===== src/rtl/poisson_spike_encoder.sv =====
// Poisson rate-to-spike encoder. It scans channels round-robin, fires when rand_i is
// below a channel's rate, applies a per-channel refractory period and queues fired
// addresses in a FWFT FIFO.
module poisson_spike_encoder #(
  parameter int unsigned N_CH       = 8,
  parameter int unsigned RATE_WID   = 6,
  parameter int unsigned REFRAC_WID = 4,
  parameter int unsigned FIFO_DEPTH = 4,
  parameter int unsigned DROP_WID   = 8
) (
  input  logic                         clk,
  input  logic                         rst_i,
  input  logic                         en_i,
  input  logic [N_CH*RATE_WID-1:0]     rate_i,
  input  logic [REFRAC_WID-1:0]        refrac_i,
  input  logic [RATE_WID-1:0]          rand_i,
  output logic                         spike_valid_o,
  output logic [$clog2(N_CH)-1:0]      spike_addr_o,
  input  logic                         spike_ready_i,
  output logic                         round_o,
  output logic [DROP_WID-1:0]          drop_cnt_o
);

  localparam int unsigned AW = $clog2(N_CH);
  localparam int unsigned PW = $clog2(FIFO_DEPTH);
  localparam int unsigned CW = PW + 1;

  logic [AW-1:0]         ch_q, ch_d;
  logic [REFRAC_WID-1:0] ref_q [N_CH];
  logic [REFRAC_WID-1:0] ref_d [N_CH];
  logic [AW-1:0]         mem_q [FIFO_DEPTH];
  logic [AW-1:0]         mem_d [FIFO_DEPTH];
  logic [PW-1:0]         rd_q, rd_d, wr_q, wr_d;
  logic [CW-1:0]         cnt_q, cnt_d;
  logic [DROP_WID-1:0]   drop_q, drop_d;
  logic                  valid_q, valid_d;
  logic [AW-1:0]         addr_q, addr_d;
  logic                  round_q, round_d;

  logic [RATE_WID-1:0]   rate_sel;
  logic                  fire, push, pop;

  // Channel evaluation, FIFO update and registered head/valid for the next cycle.
  always_comb begin
    ch_d     = ch_q;
    ref_d    = ref_q;
    mem_d    = mem_q;
    rd_d     = rd_q;
    wr_d     = wr_q;
    cnt_d    = cnt_q;
    drop_d   = drop_q;
    round_d  = 1'b0;
    fire     = 1'b0;
    rate_sel = rate_i[ch_q*RATE_WID +: RATE_WID];
    pop      = valid_q && spike_ready_i;

    if (en_i) begin
      ch_d    = AW'(ch_q + AW'(1));
      round_d = (ch_q == AW'(N_CH - 1));
      if (ref_q[ch_q] != '0) begin
        ref_d[ch_q] = REFRAC_WID'(ref_q[ch_q] - REFRAC_WID'(1));
      end else if (rand_i < rate_sel) begin
        fire        = 1'b1;
        ref_d[ch_q] = refrac_i;
      end
    end

    push = fire && ((cnt_q != CW'(FIFO_DEPTH)) || pop);

    if (fire && !push && (drop_q != '1)) begin
      drop_d = DROP_WID'(drop_q + DROP_WID'(1));
    end

    if (push) begin
      mem_d[wr_q] = ch_q;
      wr_d        = PW'(wr_q + PW'(1));
    end
    if (pop) begin
      rd_d = PW'(rd_q + PW'(1));
    end

    case ({push, pop})
      2'b10:   cnt_d = CW'(cnt_q + CW'(1));
      2'b01:   cnt_d = CW'(cnt_q - CW'(1));
      default: cnt_d = cnt_q;
    endcase

    valid_d = (cnt_d != '0);
    // The new head is the entry being written now if it lands on the read slot.
    addr_d  = (push && (wr_q == rd_d)) ? ch_q : mem_q[rd_d];
  end

  always_ff @(posedge clk or posedge rst_i) begin
    if (rst_i) begin
      ch_q    <= '0;
      ref_q   <= '{default: '0};
      mem_q   <= '{default: '0};
      rd_q    <= '0;
      wr_q    <= '0;
      cnt_q   <= '0;
      drop_q  <= '0;
      valid_q <= 1'b0;
      addr_q  <= '0;
      round_q <= 1'b0;
    end else begin
      ch_q    <= ch_d;
      ref_q   <= ref_d;
      mem_q   <= mem_d;
      rd_q    <= rd_d;
      wr_q    <= wr_d;
      cnt_q   <= cnt_d;
      drop_q  <= drop_d;
      valid_q <= valid_d;
      addr_q  <= addr_d;
      round_q <= round_d;
    end
  end

  assign spike_valid_o = valid_q;
  assign spike_addr_o  = addr_q;
  assign round_o       = round_q;
  assign drop_cnt_o    = drop_q;

endmodule


===== config.mk =====
export PLATFORM = sky130hd
export DESIGN_NAME = poisson_spike_encoder
export DESIGN_NICKNAME = d
export VERILOG_FILES = /design/src/rtl/poisson_spike_encoder.sv
export SDC_FILE = /design/constraint.sdc
export NUM_CORES = 1
export LEC_CHECK = 0
export BUFFER_PORTS_ARGS = -buffer_cell sky130_fd_sc_hd__buf_2
export CAP_MARGIN = 20
export CORE_UTILIZATION = 46
export CTS_BUF_LIST = sky130_fd_sc_hd__clkbuf_8 sky130_fd_sc_hd__clkbuf_16
export DETAILED_ROUTE_END_ITERATION = 6
export PLACE_DENSITY_LB_ADDON = 0.1
export SYNTH_ARGS = -nofsm -noshare
export SYNTH_HDL_FRONTEND = slang
export SYNTH_SLANG_ARGS = --single-unit

===== constraint.sdc =====
create_clock -name clk -period 6.4 [get_ports clk]
set_clock_uncertainty 0.15 [all_clocks]
set_input_delay 0.64 -clock clk [delete_from_list [all_inputs] [get_ports clk]]
set_output_delay 0.64 -clock clk [all_outputs]
set_load 0.01 [all_outputs]

==> impl_metrics.json <==
{
  "vias": 2994,
  "multi_input_area_mm2": 0.00227,
  "synth-edff-count": 0,
  "synthAdderAreaFrac_pct": 4.47,
  "synth-simple-area-share_pct": 14.2,
  "crit_fanout": 10,
  "p_leak_nw": 2.15,
  "p_int_mw": 1.30,
  "final_cell_mix": "buf_2, dfrtp_1, mux2_2, mux2_1, nor2_1",
  "status": "completed",
  "slew_violations": 0,
  "cap_violations": 0,
  "cts-buffers-inserted": 9,
  "drc": 0,
  "synth_xor_area_share_pct": 3.00,
  "seq_power_share_pct": 31.3,
  "synth-seq-cells": 67,
  "power_frac_comb_pct": 55.5,
  "ios": 75,
  "ant_nets": 0,
  "netlist_instances": 349,
  "p_sw_mw": 1.02,
  "dr.pass1.iters": 4,
  "place_hpwl_mm": 6.52,
  "fmax_ghz": 0.211,
  "synthesis.nets": 425,
  "cts_max_level": 3,
  "ctsHoldBuffers": 0,
  "cp-end-kind": "flip-flop",
  "holdWs_ns": 0.334,
  "final_layout_size_suffix_gt1_share_pct": 35.5,
  "worst_pin_slew_ns": 0.945,
  "powerDensity_mw_per_mm2": 494,
  "worstPathArrival_ns": 4.82,
  "dieArea_mm2": 0.00927,
  "yosys_most_used_dff": "dfrtp_1",
  "gp_congestion": 0.753,
  "post_cts_buffers": 0,
  "ys_warn_count": 0,
  "seqCellArea_mm2": 0.00168,
  "min_path_type": "reg2reg",
  "die_y_um": 96.3,
  "die_w_um": 96.3,
  "fin_crit_sh_pct": 74.0,
  "first_iter_violations": 114,
  "critPathRequiredTime_ns": 6.48,
  "rsz0062_at_grt": "false",
  "antenna_found_initial": 0,
  "layout_commonest_cell": "buf_2",
  "cts_root_buf": "clkbuf_8",
  "clkPwrFrac_pct": 13.2,
  "swShare_pct": 44.1,
  "grt_pass1_vias": 2887,
  "ir_worst_vdd_mv": 0.176,
  "n_fill_cell": 808,
  "synthDistinctLibCells": 59,
  "crit_type": "reg2reg",
  "cts_tree": "done",
  "synth_mux_area_share_pct": 24.4,
  "vias_per_cell": 5.64,
  "area_growth_syn_to_layout_pct": 14.8,
  "setup_viol_count_final": 0,
  "synth_top_family_by_area": "multiplexers",
  "grt_pass1_wl_mm": 14.7,
  "wirelength_mm": 9.04,
  "start_kind": "flip-flop",
  "final_util_pct": 54.1,
  "gr-usage-all-layers_pct": 21.3,
  "start_util_pct": 47.1,
  "fin_crit_ns": 4.74,
  "synth_seq_area_share_pct": 41.0,
  "avgSynthCellArea_um2": 11.7,
  "clkLatencyLatePin_ns": 0.35,
  "core_area_mm2": 0.00868,
  "gr-total-overflow": 0,
  "grt_max_degree": 68,
  "portBuffers": 74,
  "synth_compound_area_share_pct": 9.58,
  "num_rows": 34,
  "final_hold_viol_count": 0,
  "fin_setup_tns_ns": 0,
  "layout.nets": 494,
  "diodes": 0,
  "cts.sinks": 67,
  "relSlewSlack_pct": 36.9,
  "wl_per_cell_um": 17.0,
  "clkSlewWorstSetupHoldPaths_ns": 0.07,
  "ctsResizeCount": 0,
  "cts_buffer_depth": 2,
  "synth_area_mm2": 0.00409,
  "async_flop_share_pct": 100
}
critical path: stages (launching register included):
cell and delay [ns]:
dfrtp_1 0.37, nor2b_1 0.68, a22o_1 0.23, a21oi_1 0.09
ha_1 0.20, or3_1 0.37, a2111oi_0 0.42, a32oi_1 0.23
nor4_4 0.47, nor2_1 0.16, fa_1 0.48, xnor2_1 0.18
or4b_1 0.47, o311a_1 0.12
state kept, by name, indices dropped and copies added (netlist names):
register       flops
ch_q               3
cnt_q              3
drop_cnt_o         8
mem_q             12
rd_q               2
ref_q             32
round_o            1
spike_addr_o       3
spike_valid_o      1
wr_q               2
per-stage QoR:
step                setup WS (ns)  total power, mW  area, um2  instances
finish                       1.66             2.32       4690        531
global route                 1.32             2.51       4690        531
floorplan                    1.48             1.72       4090        349
CTS                          1.70             2.33       4690        531
global placement             1.82             1.98       4520        515
detailed placement           1.74             2.02       4520        515
path summary, 6_finish.rpt:
path | start | endpoint | slack [ns] | cells past startpoint
hold / removal | drop_cnt_o[4]$_DFFE_PP0P_ | drop_cnt_o[4]$_DFFE_PP0P_ | 0.33 | 1
setup reg to reg | ch_q[1]$_DFFE_PP0P_ | spike_valid_o$_DFF_PP0_ | 1.66 | 13
min in group asynchronous | rst_i | ref_q[17]$_DFFE_PP0P_ | 0.39 | 3
max in group asynchronous | rst_i | ch_q[2]$_DFFE_PP0P_ | 5.08 | 3
setup / recovery | ch_q[1]$_DFFE_PP0P_ | spike_valid_o$_DFF_PP0_ | 1.66 | 13
hold reg to reg | drop_cnt_o[4]$_DFFE_PP0P_ | drop_cnt_o[4]$_DFFE_PP0P_ | 0.33 | 1
per-layer routing:
metal / GRT usage, % / up-vias / share of wire, % / wire length [um]
met5: 0 / - / 0 / 0
met4: 6.09 / 0 / 1.1 / 97
met3: 4.82 / 9 / 4.4 / 398
met2: 31.0 / 90 / 44 / 3960
met1: 31.3 / 1458 / 51 / 4580
li1: - / 1437 / - / -
cells in the mapped netlist (6+ instances only):
library cell   n  area, um2
a21oi_1        9       45.0
a22oi_1        6       45.0
buf_2          7       35.0
clkbuf_1       7       26.3
dfrtp_1       67       1680
ha_1          13        163
inv_1          9       33.8
mux2_1        26        293
mux2_2        30        338
mux2i_1       17        170
mux4_2         6        135
nand2_1       13       48.8
nand3_1       14       70.1
nor2_1        23       86.3
xnor2_1        6       52.6
xor2_1         8       70.1
final cells by class:
class / count / area share (%)
Timing Repair Buffer: 78 / 8.54
Clock buffer: 9 / 2.64
Sequential cell: 67 / 35.8
Inverter: 9 / 0.720
Clock inverter: 7 / 0.960
Multi-Input combinational cell: 253 / 48.5
Tap cell: 108 / 2.88
power groups by stage:
| stage | clock network (mW) | logic (mW) | registers, mW |
|---|---|---|---|
| 4_1_cts | 0.316 | 1.29 | 0.726 |
| 2_1_floorplan | 0 | 1.03 | 0.691 |
| 3_5_place_dp | 0 | 1.28 | 0.733 |
| 6_report | 0.306 | 1.29 | 0.725 |
| 5_1_grt | 0.336 | 1.42 | 0.752 |
| 3_3_place_gp | 0 | 1.26 | 0.726 |
kinds of logic after synthesis:
| logic type | after synthesis |
|---|---|
| compound gates | 51 |
| xor+xnor | 14 |
| fa+ha+maj | 14 |
| buf+inv | 29 |
| flops | 67 |
| mux | 83 |
| simple gates | 91 |
Power figures use the tool's default switching activity.
